**src/rtl/buf_token_sched_pkg.sv**
```systemverilog
// Shared token definitions for the packet-buffer token scheduler.
// Tokens 1..NUM_TOK name physical packet buffers; TOK_NONE marks "no buffer held".
package bufsched_pkg;

    localparam int TOK_W   = 2;
    localparam int NUM_TOK = 3;

    typedef logic [TOK_W-1:0] tok_t;

    localparam tok_t TOK_NONE = '0;

endpackage

```
**src/rtl/buf_token_sched_if.sv**
```systemverilog
// Agent-side bundle of the token scheduler: snooper, filter CPUs, forwarder.
// The agents form the master side; the scheduler is the slave.
interface buf_token_sched_if #(
    parameter int NUM_CPUS = 2
);
    import bufsched_pkg::*;

    logic                      sn_req;
    logic                      sn_gnt;
    tok_t                      sn_tok;
    logic                      sn_done;
    logic [NUM_CPUS-1:0]       cpu_req;
    logic [NUM_CPUS-1:0]       cpu_gnt;
    logic [TOK_W*NUM_CPUS-1:0] cpu_tok;
    logic [NUM_CPUS-1:0]       cpu_acc;
    logic [NUM_CPUS-1:0]       cpu_rej;
    logic [NUM_CPUS-1:0]       cpu_vack;
    tok_t                      fwd_tok;
    logic                      fwd_done;
    logic [31:0]               stat_acc;
    logic [31:0]               stat_rej;

    modport master (
        output sn_req, sn_done, cpu_req, cpu_acc, cpu_rej, fwd_done,
        input  sn_gnt, sn_tok, cpu_gnt, cpu_tok, cpu_vack, fwd_tok, stat_acc, stat_rej
    );

    modport slave (
        input  sn_req, sn_done, cpu_req, cpu_acc, cpu_rej, fwd_done,
        output sn_gnt, sn_tok, cpu_gnt, cpu_tok, cpu_vack, fwd_tok, stat_acc, stat_rej
    );

endinterface

```
**src/rtl/buf_token_sched_tok_fifo.sv**
```systemverilog
// Three-entry token FIFO with one pop and two ordered push ports (push0 lands first).
// Entry 0 is the registered head; unused entries are held at TOK_NONE so an empty head reads 0.
module tok_fifo
    import bufsched_pkg::*;
#(
    parameter bit INIT_FULL = 1'b0
) (
    input  logic clk,
    input  logic rst_n,
    input  logic pop,
    input  logic push0_en,
    input  tok_t push0,
    input  logic push1_en,
    input  tok_t push1,
    output tok_t head
);

    localparam logic [1:0] DEPTH = 2'(NUM_TOK);

    tok_t       mem_q [NUM_TOK];
    tok_t       mem_d [NUM_TOK];
    logic [1:0] cnt_q;
    logic [1:0] cnt_d;

    // Pop shifts first so pushes append behind whatever remains this cycle.
    always_comb begin
        mem_d = mem_q;
        cnt_d = cnt_q;
        if (pop && cnt_q != 2'd0) begin
            for (int i = 0; i < NUM_TOK - 1; i++) begin
                mem_d[i] = mem_q[i + 1];
            end
            mem_d[NUM_TOK - 1] = TOK_NONE;
            cnt_d = cnt_q - 2'd1;
        end
        if (push0_en && cnt_d != DEPTH) begin
            mem_d[cnt_d] = push0;
            cnt_d        = cnt_d + 2'd1;
        end
        if (push1_en && cnt_d != DEPTH) begin
            mem_d[cnt_d] = push1;
            cnt_d        = cnt_d + 2'd1;
        end
    end

    always_ff @(posedge clk) begin
        if (!rst_n) begin
            for (int i = 0; i < NUM_TOK; i++) begin
                mem_q[i] <= INIT_FULL ? tok_t'(i + 1) : TOK_NONE;
            end
            cnt_q <= INIT_FULL ? DEPTH : 2'd0;
        end else begin
            mem_q <= mem_d;
            cnt_q <= cnt_d;
        end
    end

    assign head = mem_q[0];

endmodule

```
**src/rtl/buf_token_sched.sv**
```systemverilog
// Packet-buffer token scheduler: free/ready/forward queues, round-robin CPU grant, verdict handling.
// Define BUFSCHED_STATS_EN to build the accept/reject verdict counters; otherwise they read 0.
module buf_token_sched
    import bufsched_pkg::*;
#(
    parameter int NUM_CPUS = 2
) (
    input  logic             clk,
    input  logic             rst_n,
    buf_token_sched_if.slave bus
);

    localparam int PTR_W = (NUM_CPUS > 1) ? $clog2(NUM_CPUS) : 1;

    tok_t                sn_tok_q, sn_tok_d;
    logic                sn_gnt_q, sn_gnt_d;
    tok_t                cpu_tok_q [NUM_CPUS];
    tok_t                cpu_tok_d [NUM_CPUS];
    logic [NUM_CPUS-1:0] cpu_gnt_q, cpu_gnt_d;
    logic [NUM_CPUS-1:0] cpu_vack_q, cpu_vack_d;
    logic [PTR_W-1:0]    rr_q, rr_d;
    logic [NUM_CPUS-1:0] eligible, gnt_vec;
    logic                gnt_found, vack_found;

    tok_t free_head, ready_head, fwd_head;
    logic free_pop, free_push0_en, free_push1_en;
    tok_t free_push0, free_push1;
    logic ready_pop, ready_push_en;
    tok_t ready_push;
    logic fwd_pop, fwd_push_en;
    tok_t fwd_push;

    tok_fifo #(.INIT_FULL(1'b1)) u_free (
        .clk(clk), .rst_n(rst_n), .pop(free_pop),
        .push0_en(free_push0_en), .push0(free_push0),
        .push1_en(free_push1_en), .push1(free_push1),
        .head(free_head)
    );

    tok_fifo #(.INIT_FULL(1'b0)) u_ready (
        .clk(clk), .rst_n(rst_n), .pop(ready_pop),
        .push0_en(ready_push_en), .push0(ready_push),
        .push1_en(1'b0), .push1(TOK_NONE),
        .head(ready_head)
    );

    tok_fifo #(.INIT_FULL(1'b0)) u_fwd (
        .clk(clk), .rst_n(rst_n), .pop(fwd_pop),
        .push0_en(fwd_push_en), .push0(fwd_push),
        .push1_en(1'b0), .push1(TOK_NONE),
        .head(fwd_head)
    );

    always_comb begin
        sn_tok_d      = sn_tok_q;
        sn_gnt_d      = 1'b0;
        cpu_tok_d     = cpu_tok_q;
        cpu_gnt_d     = '0;
        cpu_vack_d    = '0;
        rr_d          = rr_q;
        eligible      = '0;
        gnt_vec       = '0;
        gnt_found     = 1'b0;
        vack_found    = 1'b0;
        free_pop      = 1'b0;
        free_push0_en = 1'b0;
        free_push0    = TOK_NONE;
        free_push1_en = 1'b0;
        free_push1    = TOK_NONE;
        ready_pop     = 1'b0;
        ready_push_en = 1'b0;
        ready_push    = TOK_NONE;
        fwd_pop       = 1'b0;
        fwd_push_en   = 1'b0;
        fwd_push      = TOK_NONE;

        if (bus.sn_req && sn_tok_q == TOK_NONE && free_head != TOK_NONE) begin
            free_pop = 1'b1;
            sn_tok_d = free_head;
            sn_gnt_d = 1'b1;
        end
        if (bus.sn_done && sn_tok_q != TOK_NONE) begin
            ready_push_en = 1'b1;
            ready_push    = sn_tok_q;
            sn_tok_d      = TOK_NONE;
        end
        // Forwarded token takes push0 so it re-enters the free list ahead of a same-cycle reject.
        if (bus.fwd_done && fwd_head != TOK_NONE) begin
            fwd_pop       = 1'b1;
            free_push0_en = 1'b1;
            free_push0    = fwd_head;
        end

        for (int i = 0; i < NUM_CPUS; i++) begin
            eligible[i] = bus.cpu_req[i] && (cpu_tok_q[i] == TOK_NONE);
        end
        // Round robin as two passes: at/after the pointer first, then wrap from index 0.
        for (int i = 0; i < NUM_CPUS; i++) begin
            if (!gnt_found && eligible[i] && i >= int'(rr_q)) begin
                gnt_found  = 1'b1;
                gnt_vec[i] = 1'b1;
            end
        end
        for (int i = 0; i < NUM_CPUS; i++) begin
            if (!gnt_found && eligible[i]) begin
                gnt_found  = 1'b1;
                gnt_vec[i] = 1'b1;
            end
        end
        if (ready_head != TOK_NONE) begin
            for (int i = 0; i < NUM_CPUS; i++) begin
                if (gnt_vec[i]) begin
                    ready_pop    = 1'b1;
                    cpu_tok_d[i] = ready_head;
                    cpu_gnt_d[i] = 1'b1;
                    rr_d         = (i == NUM_CPUS - 1) ? '0 : PTR_W'(i + 1);
                end
            end
        end

        // A granted CPU held no token, so it can never also be the verdict winner here.
        for (int i = 0; i < NUM_CPUS; i++) begin
            if (!vack_found && cpu_tok_q[i] != TOK_NONE && (bus.cpu_acc[i] || bus.cpu_rej[i])) begin
                vack_found    = 1'b1;
                cpu_vack_d[i] = 1'b1;
                cpu_tok_d[i]  = TOK_NONE;
                if (bus.cpu_rej[i]) begin
                    free_push1_en = 1'b1;
                    free_push1    = cpu_tok_q[i];
                end else begin
                    fwd_push_en = 1'b1;
                    fwd_push    = cpu_tok_q[i];
                end
            end
        end
    end

    always_ff @(posedge clk) begin
        if (!rst_n) begin
            sn_tok_q   <= TOK_NONE;
            sn_gnt_q   <= 1'b0;
            cpu_gnt_q  <= '0;
            cpu_vack_q <= '0;
            rr_q       <= '0;
            for (int i = 0; i < NUM_CPUS; i++) begin
                cpu_tok_q[i] <= TOK_NONE;
            end
        end else begin
            sn_tok_q   <= sn_tok_d;
            sn_gnt_q   <= sn_gnt_d;
            cpu_gnt_q  <= cpu_gnt_d;
            cpu_vack_q <= cpu_vack_d;
            rr_q       <= rr_d;
            cpu_tok_q  <= cpu_tok_d;
        end
    end

    assign bus.sn_gnt   = sn_gnt_q;
    assign bus.sn_tok   = sn_tok_q;
    assign bus.cpu_gnt  = cpu_gnt_q;
    assign bus.cpu_vack = cpu_vack_q;
    assign bus.fwd_tok  = fwd_head;

    for (genvar g = 0; g < NUM_CPUS; g++) begin : g_cpu_tok
        assign bus.cpu_tok[TOK_W*g +: TOK_W] = cpu_tok_q[g];
    end

`ifdef BUFSCHED_STATS_EN
    logic [31:0] stat_acc_q, stat_rej_q;

    // The one-hot vack identifies the consumed verdict; rej wins when both were raised.
    always_ff @(posedge clk) begin
        if (!rst_n) begin
            stat_acc_q <= '0;
            stat_rej_q <= '0;
        end else begin
            if (|(cpu_vack_d & ~bus.cpu_rej)) stat_acc_q <= stat_acc_q + 32'd1;
            if (|(cpu_vack_d & bus.cpu_rej))  stat_rej_q <= stat_rej_q + 32'd1;
        end
    end

    assign bus.stat_acc = stat_acc_q;
    assign bus.stat_rej = stat_rej_q;
`else
    assign bus.stat_acc = '0;
    assign bus.stat_rej = '0;
`endif

endmodule

```
**src/flat_wrapper.sv**
```systemverilog
// flat-port wrapper written by rule: the top's interface ports become plain ports
module buf_token_sched_flat import bufsched_pkg::*;
#(
    parameter int NUM_CPUS = 2
)
  (clk, rst_n, bus_sn_req, bus_sn_done, bus_cpu_req, bus_cpu_acc, bus_cpu_rej, bus_fwd_done, bus_sn_gnt, bus_sn_tok, bus_cpu_gnt, bus_cpu_tok, bus_cpu_vack, bus_fwd_tok, bus_stat_acc, bus_stat_rej);
  buf_token_sched_if #(.NUM_CPUS(NUM_CPUS)) bus_i ();
  input  logic clk;
  input  logic rst_n;
  input wire logic [$bits(bus_i.sn_req)-1:0] bus_sn_req;
  input wire logic [$bits(bus_i.sn_done)-1:0] bus_sn_done;
  input wire logic [$bits(bus_i.cpu_req)-1:0] bus_cpu_req;
  input wire logic [$bits(bus_i.cpu_acc)-1:0] bus_cpu_acc;
  input wire logic [$bits(bus_i.cpu_rej)-1:0] bus_cpu_rej;
  input wire logic [$bits(bus_i.fwd_done)-1:0] bus_fwd_done;
  output wire logic [$bits(bus_i.sn_gnt)-1:0] bus_sn_gnt;
  output wire logic [$bits(bus_i.sn_tok)-1:0] bus_sn_tok;
  output wire logic [$bits(bus_i.cpu_gnt)-1:0] bus_cpu_gnt;
  output wire logic [$bits(bus_i.cpu_tok)-1:0] bus_cpu_tok;
  output wire logic [$bits(bus_i.cpu_vack)-1:0] bus_cpu_vack;
  output wire logic [$bits(bus_i.fwd_tok)-1:0] bus_fwd_tok;
  output wire logic [$bits(bus_i.stat_acc)-1:0] bus_stat_acc;
  output wire logic [$bits(bus_i.stat_rej)-1:0] bus_stat_rej;
  assign bus_i.sn_req = bus_sn_req;
  assign bus_i.sn_done = bus_sn_done;
  assign bus_i.cpu_req = bus_cpu_req;
  assign bus_i.cpu_acc = bus_cpu_acc;
  assign bus_i.cpu_rej = bus_cpu_rej;
  assign bus_i.fwd_done = bus_fwd_done;
  assign bus_sn_gnt = bus_i.sn_gnt;
  assign bus_sn_tok = bus_i.sn_tok;
  assign bus_cpu_gnt = bus_i.cpu_gnt;
  assign bus_cpu_tok = bus_i.cpu_tok;
  assign bus_cpu_vack = bus_i.cpu_vack;
  assign bus_fwd_tok = bus_i.fwd_tok;
  assign bus_stat_acc = bus_i.stat_acc;
  assign bus_stat_rej = bus_i.stat_rej;
  buf_token_sched #(.NUM_CPUS(NUM_CPUS)) u_core (.clk(clk), .rst_n(rst_n), .bus(bus_i));
endmodule
```
**config.mk**
```make
export PLATFORM = sky130hd
export DESIGN_NAME = buf_token_sched_flat
export DESIGN_NICKNAME = d
export VERILOG_FILES = /design/src/rtl/buf_token_sched_pkg.sv /design/src/rtl/buf_token_sched_if.sv /design/src/rtl/buf_token_sched_tok_fifo.sv /design/src/rtl/buf_token_sched.sv /design/src/flat_wrapper.sv
export SDC_FILE = /design/constraint.sdc
export NUM_CORES = 1
export LEC_CHECK = 0
export BUFFER_PORTS_ARGS = -buffer_cell sky130_fd_sc_hd__buf_4
export CORE_MARGIN = 2
export CORE_UTILIZATION = 43
export DETAILED_ROUTE_END_ITERATION = 12
export PLACE_DENSITY = 0.78
export SLEW_MARGIN = 20
export SYNTH_ARGS = -nofsm -noshare
export SYNTH_HDL_FRONTEND = slang
export SYNTH_SLANG_ARGS = --single-unit
export TNS_END_PERCENT = 100
```
**constraint.sdc**
```tcl
create_clock -name clk -period 3.4 [get_ports clk]
set_clock_uncertainty 0.2 [all_clocks]
set_input_delay 0.34 -clock clk [delete_from_list [all_inputs] [get_ports clk]]
set_output_delay 0.34 -clock clk [all_outputs]
set_load 0.005 [all_outputs]
```
==> flow_metrics.py, run 1 <==
metrics = {
    "synthesis": {
        "yosysSeqAreaShare": 0.2694,
        "synth_mux_area_frac": 0.04210,
        "yosys_most_used_dff": "dfxtp_1",
        "synth_common_cells": "buf_4 (66), dfxtp_1 (36), nand2_1 (32), nor2_1 (27), inv_1 (19)",
        "synthAdderAreaFrac": 0.05613,
        "synth_most_common_cell": "buf_4",
        "synth_edf_count": 0,
        "syn_area_sq_mm": 0.002675,
        "avgSynthCellArea_sq_um": 8.057,
        "synth_seq_cells": 36,
        "synth.area.top_cells": "dfxtp_1 (27%), buf_4 (19%), ha_1 (5.6%), nand2_1 (4.5%), nor2_1 (3.8%)",
        "ys_types": 59,
        "synth-async-reset-ratio": 0,
        "synth_top_area_share": 0.2694,
        "synth_top_family_by_area": "buffers and inverters",
        "yosysWarnings": 0,
        "synth-compound-area-share": 0.2072,
        "synth_xor_area_frac": 0.01310,
        "synthSimpleGateAreaFrac": 0.1876,
        "synthCells": 332,
        "yosysTopAreaCell": "dfxtp_1",
    },
    "final_layout": {
        "num-nets-final": 379,
        "regArea_sq_um": 720.7,
        "multi_input_area_sq_mm": 0.001594,
        "design_area_sq_mm": 0.002786,
        "antennaDiodeCount": 0,
        "syn_to_final_growth_pct": 4.163,
        "fillers": 586,
        "drive_gt1_frac": 0.1317,
    },
    "critical_path": {
        "worstPathArrival_ns": 2.86,
        "worstPathRequired_ns": 3.35,
        "critical_path_class": "flip-flop to flip-flop",
        "crit_path_end_kind": "flip-flop",
        "cp_max_fo": 9,
        "critPathLaunchType": "flip-flop",
    },
    "outcome": {
        "status": "finished, final reports clean",
    },
    "timing": {
        "worst_pin_slew_ns": 0.7931,
        "rsz0062_at_grt": "false",
        "setup_violations": 0,
        "relSlewSlack": 0.4707,
        "hold_viol_final": 0,
        "fin_tns_setup_ns": 0,
        "fin_crit_ns": 2.916,
        "worst_slack_ns": 0.4844,
        "final-max-slew-violation-count": 0,
        "finalCritPeriodShare": 0.8575,
        "fmax_mhz": 343.0,
    },
    "cts": {
        "clkTransAtPathRegs_ns": 0.08,
        "cts_resized": 0,
        "clockBufferDepth": 2,
        "cts_max_level": 2,
        "cts_sinks": 36,
        "clk_latency_ns": 0.30,
        "post_cts_buffers": 0,
        "cts-root-buf": "clkbuf_8",
        "cts_buffers": 5,
        "cts_hold_buf": 0,
        "cts_tree": "yes",
    },
    "grt": {
        "antenna_found_initial": 0,
        "grt_pass1_wl_microns": 8845,
        "grt_overflow": 0,
        "grt_max_degree": 25,
        "grt_pass1_vias": 1915,
        "grt_usage": 0.1532,
    },
    "detailed_routing": {
        "dr.first_iter.drc_count": 168,
        "drcViolationCount": 0,
        "first_pass_iters": 4,
        "routed_via_density": 5.176,
        "routedWlPerCell_microns": 12.68,
        "drt-total-wl_microns": 5478,
        "ant_nets": 0,
        "via_count": 2236,
    },
    "floorplanning": {
        "die_y_microns": 82.88,
        "fp.dieW_microns": 82.88,
        "initial_core_util": 0.4492,
        "io_pins": 88,
        "core-area_sq_mm": 0.005956,
        "die-area_sq_mm": 0.006868,
        "rows": 28,
    },
    "pwr": {
        "ir_worst_vdd_v": 0.0002260,
        "total_leakage_power_nw": 1.223,
        "power_density_mw_per_mm2": 432.3,
    },
    "flow_run": {
        "max_cap_viol_count": 0,
    },
    "place": {
        "numPortBuffers": 23,
        "hpwlAfterDp_microns": 4132,
        "gp_congestion": 0.8402,
        "pre_cts_ws_ns": 0.4715,
        "dpl_cell_area_sq_mm": 0.002675,
    },
    "hold_path": {
        "min_path_type": "input port to flip-flop",
    },
}
## cells by family after synthesis
family | Yosys count
buf+inv | 91
other cells | 1
mux | 10
flops | 36
fa+ha+maj | 12
simple gates | 103
compound gates | 75
xor+xnor | 4
## metal layers
layer  vias up  wire (microns)  global-route usage  share of wire
li1       1098               -                   -              -
met1      1035            2470              0.1965           0.45
met2        97            2542              0.2485           0.46
met3         6             404             0.04175          0.074
met4         0              60             0.05067          0.011
met5         -               0                   0              0
## cell usage in the layout, fill, tap and decap left out, types with 3 or more instances in the layout
master    instances
conb_1           64
dfxtp_1          36
nand2_1          32
nor2_1           27
buf_4            26
inv_1            19
a21oi_1          15
nand3_1          12
ha_1             12
o21ai_0          11
mux2i_1           9
nor3_1            6
clkbuf_8          5
o21a_1            4
o221ai_1          4
a221o_1           4
o21ai_1           3
xnor2_1           3
o211ai_1          3
a32o_1            3
nand4_1           3
a31oi_1           3
nand4b_1          3
nor4_1            3
a211oi_1          3
## where the power goes
group | switching, mW | leakage, nW | internal [mW]
Sequential | 0.0375 | 0.293 | 0.456
Clock | 0.168 | 0.0541 | 0.217
Combinational | 0.196 | 0.876 | 0.130
Total | 0.402 | 1.22 | 0.803
## path summary, 6_finish.rpt
kind | startpoint | endpoint | cells after the start | slack, ns
worst max-delay path | u_core.bus.cpu_tok[2] | u_core.u_ready.mem_q[2] | 8 | 0.48
worst max register to register | u_core.bus.cpu_tok[2] | u_core.u_ready.mem_q[2] | 8 | 0.48
worst min register to register | u_core.u_fwd.mem_q[1] | u_core.u_fwd.mem_q[1] | 2 | 0.28
worst min-delay path | rst_n | u_core.u_free.mem_q[1] | 2 | 0.13
## through the flow
step / util / hold slack, ns / instances / power, mW
after detailed placement: 0.4492 / 0.2706 / 424 / 0.8240
after global routing: 0.4679 / 0.1405 / 432 / 1.273
after CTS: 0.4679 / 0.1195 / 432 / 1.207
after floorplan: - / 0.2472 / 395 / 0.7917
final: 0.4679 / 0.1328 / 432 / 1.205
after global placement: 0.4492 / 0.2659 / 424 / 0.8156
## state kept, by name, summed over array words and instances, names as in the netlist
register              count
u_core.bus.sn_gnt         1
u_core.bus.sn_tok         2
u_core.u_fwd.cnt_q        2
u_core.u_ready.cnt_q      2
u_core.u_fwd.mem_q        4
u_core.u_free.mem_q       4
u_core.u_free.head        2
u_core.bus.cpu_gnt        2
u_core.bus.cpu_vack       2
u_core.u_ready.head       2
u_core.bus.cpu_tok        4
u_core.rr_q               1
u_core.u_free.cnt_q       2
u_core.u_fwd.head         2
u_core.u_ready.mem_q      4
## worst max-delay path: stages (launching register included)
cell and delay [ns]:
dfxtp_1 0.37, or3b_1 0.50, a211o_4 0.41, mux2i_1 0.19
ha_1 0.24, nor3_2 0.46, nand2_1 0.20, a21oi_1 0.15
a211oi_1 0.06
## final cells by class
cell class | count | share of cell area
flip-flops and latches | 36 | 0.2586
inverters | 19 | 0.02559
repair buffers | 26 | 0.07005
clock inverters | 3 | 0.01527
well taps | 75 | 0.03368
clock buffers | 5 | 0.02470
multi-input cells | 268 | 0.5721
Power figures use the tool's default switching activity.
==> run 2, diff against run 1 <==
--- a/config.mk
+++ b/config.mk
@@ -5,11 +5,12 @@
 export SDC_FILE = /design/constraint.sdc
 export NUM_CORES = 1
 export LEC_CHECK = 0
+export ABC_AREA = 1
 export BUFFER_PORTS_ARGS = -buffer_cell sky130_fd_sc_hd__buf_4
 export CORE_MARGIN = 2
 export CORE_UTILIZATION = 43
 export DETAILED_ROUTE_END_ITERATION = 12
-export PLACE_DENSITY = 0.78
+export PLACE_DENSITY = 0.77
 export SLEW_MARGIN = 20
 export SYNTH_ARGS = -nofsm -noshare
 export SYNTH_HDL_FRONTEND = slang
==> run 2 against run 1 <==
  * Area after synthesis rose by 1.4%
  * Setup slack improved by 0.41 ns
  * Synthesized cell count rose by 16%
  * Register-to-register slack improved by 0.41 ns
  * Count of clock-buffer cells in the layout rose by 2
  * Via count fell by 2.9%
  * Cell area rose by 0.22%
  * Sequential share of layout area fell by 0.058 points
  * First-iteration DRC count fell by 52%
  * Largest power group is now combinational cells
==> flow_metrics.py, run 2 <==
metrics = {
    "timing": {
        "finalCritPeriodShare": 0.7373,
        "fin_tns_setup_ns": 0,
        "setup_violations": 0,
        "worst_slack_ns": 0.8933,
        "fin_crit_ns": 2.507,
        "rsz0062_at_grt": "false",
        "fmax_mhz": 398.9,
        "final-max-slew-violation-count": 0,
        "worst_pin_slew_ns": 0.5734,
        "relSlewSlack": 0.6178,
        "hold_viol_final": 0,
    },
    "final_layout": {
        "final_common_cell": "nand2_1",
        "antennaDiodeCount": 0,
        "drive_gt1_frac": 0.1565,
        "layout_common_cells": "nand2_1 (77), conb_1 (64), inv_1 (49), dfxtp_1 (36), nor2_1 (27)",
        "syn_to_final_growth_pct": 2.905,
        "num-nets-final": 431,
    },
    "detailed_routing": {
        "routedWlPerCell_microns": 10.41,
        "first_pass_iters": 5,
        "ant_nets": 0,
        "via_count": 2172,
        "drt-total-wl_microns": 5037,
        "drcViolationCount": 0,
        "routed_via_density": 4.488,
        "dr.first_iter.drc_count": 81,
    },
    "cts": {
        "cts_sinks": 36,
        "cts-root-buf": "clkbuf_8",
        "clockBufferDepth": 2,
        "clkTransAtPathRegs_ns": 0.07,
        "clk_latency_ns": 0.29,
        "post_cts_buffers": 0,
        "cts_hold_buf": 0,
        "cts_buffers": 5,
        "cts_max_level": 2,
        "cts_resized": 0,
        "cts_tree": "yes",
    },
    "floorplanning": {
        "initial_core_util": 0.4504,
        "die_y_microns": 83.45,
        "rows": 28,
        "fp.dieW_microns": 83.45,
        "core-area_sq_mm": 0.006026,
        "die-area_sq_mm": 0.006963,
        "io_pins": 88,
    },
    "synthesis": {
        "synth_seq_cells": 36,
        "avgSynthCellArea_sq_um": 7.049,
        "syn_area_sq_mm": 0.002714,
        "yosysSeqAreaShare": 0.2656,
        "yosys_most_used_dff": "dfxtp_1",
        "synth_most_common_cell": "nand2_1",
        "yosysTopAreaCell": "dfxtp_1",
        "ys_types": 32,
        "synth_edf_count": 0,
        "synth.area.top_cells": "dfxtp_1 (27%), buf_4 (18%), nand2_1 (11%), inv_1 (6.8%), ha_1 (5.5%)",
        "yosysWarnings": 0,
        "synth_common_cells": "nand2_1 (77), buf_4 (66), inv_1 (49), dfxtp_1 (36), nor2_1 (27)",
        "synthCells": 385,
        "synth_top_area_share": 0.2656,
        "synth-async-reset-ratio": 0,
    },
    "critical_path": {
        "crit_path_end_kind": "flip-flop",
        "worstPathRequired_ns": 3.38,
        "critical_path_class": "flip-flop to flip-flop",
        "worstPathArrival_ns": 2.49,
        "cp_max_fo": 10,
        "critPathLaunchType": "flip-flop",
        "r2r_cells": 10,
    },
    "hold_path": {
        "min_path_type": "input port to flip-flop",
        "min_path_cells": 2,
    },
    "grt": {
        "antenna_found_initial": 0,
        "grt_overflow": 0,
        "grt_pass1_vias": 1967,
        "grt_usage": 0.1502,
        "grt_max_degree": 23,
        "grt_pass1_wl_microns": 8645,
    },
    "pwr": {
        "ir_worst_vdd_v": 0.0002469,
        "total_leakage_power_nw": 1.456,
        "power_density_mw_per_mm2": 582.0,
    },
    "place": {
        "pre_cts_ws_ns": 0.8498,
        "hpwlAfterDp_microns": 4019,
        "gp_congestion": 0.8163,
        "numPortBuffers": 23,
    },
    "flow_run": {
        "max_cap_viol_count": 0,
    },
    "outcome": {
        "status": "finished, final reports clean",
    },
}
-- run 2: cell count changes after synthesis, moves of 4 or more --
cell | before | now
nand2_1 | 32 | 77
inv_1 | 19 | 49
mux2i_1 | 9 | 0
nand2_2 | 0 | 9
a21oi_1 | 15 | 23
inv_2 | 0 | 6
nand3_2 | 0 | 6
nor3_1 | 6 | 0
a221o_1 | 4 | 0
nand3_1 | 12 | 16
nor2_4 | 0 | 4
o21a_1 | 4 | 0
o21ai_0 | 11 | 15
o221ai_1 | 4 | 0
-- run 2: cell type report --
class | instances | area, sq um
Clock buffer | 7 | 86.33
Clock inverter | 1 | 7.507
Fill cell | 612 | 3233
Inverter | 56 | 215.2
Multi-Input combinational cell | 286 | 1496
Sequential cell | 36 | 720.7
Tap cell | 75 | 93.84
Timing Repair Buffer | 23 | 172.7
-- run 2: where the power goes --
| part | switching (mW) | internal [mW] | total, mW |
|---|---|---|---|
| clock | 0.157 | 0.165 | 0.322 |
| sequential | 0.0579 | 0.506 | 0.564 |
| combinational | 0.474 | 0.266 | 0.740 |
-- run 2: per-layer routing --
layer	global-route usage	vias to the layer above	share of wire
li1	-	1129	-
met1	0.1862	965	0.44
met2	0.2544	71	0.49
met3	0.03877	7	0.060
met4	0.04839	0	0.015
met5	0	-	0
-- run 2: logic make-up after synthesis --
family | share of synthesized area
other | 0.001382
adders and majority gates | 0.05532
DFF | 0.2656
AOI/OAI and AO/OA | 0.1189
xor gates and xnor gates | 0.01014
buffers and inverters | 0.2702
and+or+nand+nor | 0.2785
-- run 2: critical path: stages (launching register included) --
cell and delay [ns]:
dfxtp_1 0.39, nand2_1 0.13, nand2_4 0.11, inv_2 0.05
or2_1 0.42, xor2_4 0.26, ha_1 0.27, a21oi_4 0.20
nand2_1 0.14, o21ai_0 0.18, a21oi_1 0.05
-- run 2: worst paths after layout --
check                               start                      end  slack, ns
setup reg to reg     u_core.u_fwd.head[0]    u_core.u_fwd.mem_q[3]       0.89
setup / recovery     u_core.u_fwd.head[0]    u_core.u_fwd.mem_q[3]       0.89
hold / removal                      rst_n   u_core.u_free.mem_q[1]       0.17
hold reg to reg   u_core.u_ready.mem_q[0]  u_core.u_ready.mem_q[0]       0.26
-- run 2: per-stage QoR --
stage | instance area (sq um) | power, mW | utilization | instances | hold WS (ns)
after CTS | 2793 | 1.642 | 0.4635 | 484 | 0.1641
final | 2793 | 1.625 | 0.4635 | 484 | 0.1702
after global routing | 2793 | 1.792 | 0.4635 | 484 | 0.1702
after floorplan | 2950 | 1.200 | - | 448 | 0.2393
after detailed placement | 2699 | 1.314 | 0.4479 | 476 | 0.2515
after global placement | 2699 | 1.292 | 0.4479 | 476 | 0.2498
==> run 3, diff against run 2 <==
--- a/config.mk
+++ b/config.mk
@@ -10,7 +10,7 @@
 export CORE_MARGIN = 2
 export CORE_UTILIZATION = 43
 export DETAILED_ROUTE_END_ITERATION = 12
-export PLACE_DENSITY = 0.77
+export PLACE_DENSITY = 0.8
 export SLEW_MARGIN = 20
 export SYNTH_ARGS = -nofsm -noshare
 export SYNTH_HDL_FRONTEND = slang
==> constraint.sdc (replaced) <==
create_clock -name clk -period 2.2 [get_ports clk]
set_clock_uncertainty 0.2 [all_clocks]
set_input_delay 0.22 -clock clk [delete_from_list [all_inputs] [get_ports clk]]
set_output_delay 0.22 -clock clk [all_outputs]
set_load 0.005 [all_outputs]
==> run 3 against run 2 <==
  * Count of clock-buffer cells in the layout unchanged
  * Cell count increased by 4.1%
  * Total power increased by 80%
  * Critical path depth decreased by 1
  * Sequential power increased by 54%
  * Non-clock buffer count increased by 20
  * Critical path type unchanged
  * Largest cell class unchanged
  * Largest power group unchanged
==> flow_metrics.py, run 3 (same netlist as run 2, synthesis figures left out) <==
metrics = {
    "cts": {
        "cts_hold_buf": 0,
        "cts_buffers": 5,
        "cts_max_level": 2,
        "clockBufferDepth": 2,
        "cts-root-buf": "clkbuf_8",
        "clk_latency_ns": 0.29,
        "cts_tree": "yes",
        "clkTransAtPathRegs_ns": 0.08,
        "cts_sinks": 36,
    },
    "pwr": {
        "swShare": 0.4024,
        "comb_power_share": 0.481,
        "p_sw_mw": 1.175,
        "power_density_mw_per_mm2": 962.2,
        "ir_worst_vdd_v": 0.0005602,
        "power.total_mw": 2.921,
        "p_int_mw": 1.745,
        "total_leakage_power_nw": 1.584,
        "pwr-share-seq": 0.298,
        "pwr-share-clk": 0.221,
    },
    "timing": {
        "fmax_mhz": 478.2,
        "hold_ws_ns": 0.04056,
        "setup_violations": 0,
        "hold_viol_final": 0,
        "final-max-slew-violation-count": 0,
        "worst_slack_ns": 0.1090,
        "finalCritPeriodShare": 0.9504,
        "fin_crit_ns": 2.091,
        "fin_tns_setup_ns": 0,
    },
    "floorplanning": {
        "io_pins": 88,
        "die-area_sq_mm": 0.006963,
        "fp.dieW_microns": 83.45,
        "initial_core_util": 0.4504,
        "die_y_microns": 83.45,
        "rows": 28,
        "core-area_sq_mm": 0.006026,
    },
    "critical_path": {
        "worstPathArrival_ns": 2.08,
        "critical_path_class": "flip-flop to flip-flop",
        "crit_end": "u_core.u_fwd.head[0]",
        "rr_endpoint": "u_core.u_fwd.head[0]",
        "reg2reg_from": "u_core.u_fwd.cnt_q[1]",
        "cp_max_fo": 7,
        "worstPathRequired_ns": 2.19,
        "r2r_cells": 9,
        "startpoint": "u_core.u_fwd.cnt_q[1]",
        "crit_path_end_kind": "flip-flop",
        "critPathLaunchType": "flip-flop",
        "r2r_slack_ns": 0.11,
    },
    "detailed_routing": {
        "routed_via_density": 4.516,
        "ant_nets": 0,
        "dr.first_iter.drc_count": 97,
        "routedWlPerCell_microns": 10.64,
        "drt-total-wl_microns": 5362,
        "via_count": 2276,
        "first_pass_iters": 4,
        "drcViolationCount": 0,
    },
    "flow_run": {
        "max_cap_viol_count": 0,
    },
    "final_layout": {
        "antennaDiodeCount": 0,
        "regArea_sq_um": 723.2,
        "multi_input_area_sq_mm": 0.001551,
        "fillers": 591,
        "design_area_sq_mm": 0.003035,
        "layout_common_cells": "nand2_1 (70), conb_1 (64), inv_1 (48), buf_4 (43), dfxtp_1 (34)",
        "drive_gt1_frac": 0.2308,
        "final_common_cell": "nand2_1",
        "syn_to_final_growth_pct": 11.85,
        "num-nets-final": 451,
    },
    "grt": {
        "grt_usage": 0.1497,
        "grt_max_degree": 23,
        "grt_overflow": 0,
        "grt_pass1_vias": 1928,
        "grt_pass1_wl_microns": 8507,
        "antenna_found_initial": 0,
    },
    "place": {
        "numPortBuffers": 23,
        "gp_congestion": 0.9272,
        "dpl_cell_area_sq_mm": 0.002811,
        "hpwlAfterDp_microns": 4155,
        "pre_cts_ws_ns": -0.07092,
    },
    "outcome": {
        "status": "finished, final reports clean",
    },
    "hold_path": {
        "min_path_type": "input port to flip-flop",
    },
}
==> run 3: layout make-up <==
type                    instances  share of cell area
repair buffers                 43              0.1063
multi-input cells             286              0.5111
inverters                      56             0.07172
clock inverters                 1            0.009893
well taps                      75             0.03092
flip-flops and latches         36              0.2383
clock buffers                   7             0.03174
==> run 3: critical path: stages, from the launching register on <==
cell     delay, ns
dfxtp_1       0.36
inv_1         0.05
ha_1          0.17
or2_4         0.29
xor2_4        0.16
ha_1          0.22
a21oi_4       0.22
nand2_2       0.12
nor2_1        0.13
nor2_1        0.07
==> run 3: timing repair <==
action	4_1_cts	5_1_grt
buffers inserted	1	4
gates resized for setup	4	19
pin swaps	1	7
endpoints found under the setup margin	2	14
==> run 3: power groups by stage <==
stage | clock network, mW | logic [mW] | registers [mW]
2_1_floorplan | 0 | 0.989 | 0.865
3_3_place_gp | 0 | 1.18 | 0.873
3_5_place_dp | 0 | 1.22 | 0.876
4_1_cts | 0.658 | 1.27 | 0.864
5_1_grt | 0.690 | 1.59 | 0.886
6_report | 0.646 | 1.40 | 0.870
==> run 3: how the worst min path moves through the flow <==
stage                            start  depth (start not counted)  slack, ns                       to
2_1_floorplan                    rst_n                          3       0.17   u_core.u_free.mem_q[3]
3_3_place_gp   u_core.u_ready.mem_q[0]                          2       0.25  u_core.u_ready.mem_q[0]
3_5_place_dp   u_core.u_ready.mem_q[0]                          2       0.25  u_core.u_ready.mem_q[0]
4_1_cts                          rst_n                          2       0.03   u_core.u_free.mem_q[1]
5_1_grt                          rst_n                          2       0.05   u_core.u_free.mem_q[1]
6_report                         rst_n                          2       0.04   u_core.u_free.mem_q[1]
==> run 3: stage by stage <==
step	utilization	std cells
CTS	0.4902	500
detailed placement	0.4666	491
global route	0.5037	504
finish	0.5037	504
global placement	0.4666	491
floorplan	-	448
==> run 3: routing by layer <==
metal | GRT usage | up-vias | share of wire
li1 | - | 1169 | -
met1 | 0.1891 | 1019 | 0.42
met2 | 0.2485 | 76 | 0.50
met3 | 0.03479 | 12 | 0.059
met4 | 0.05572 | 0 | 0.021
met5 | 0 | - | 0
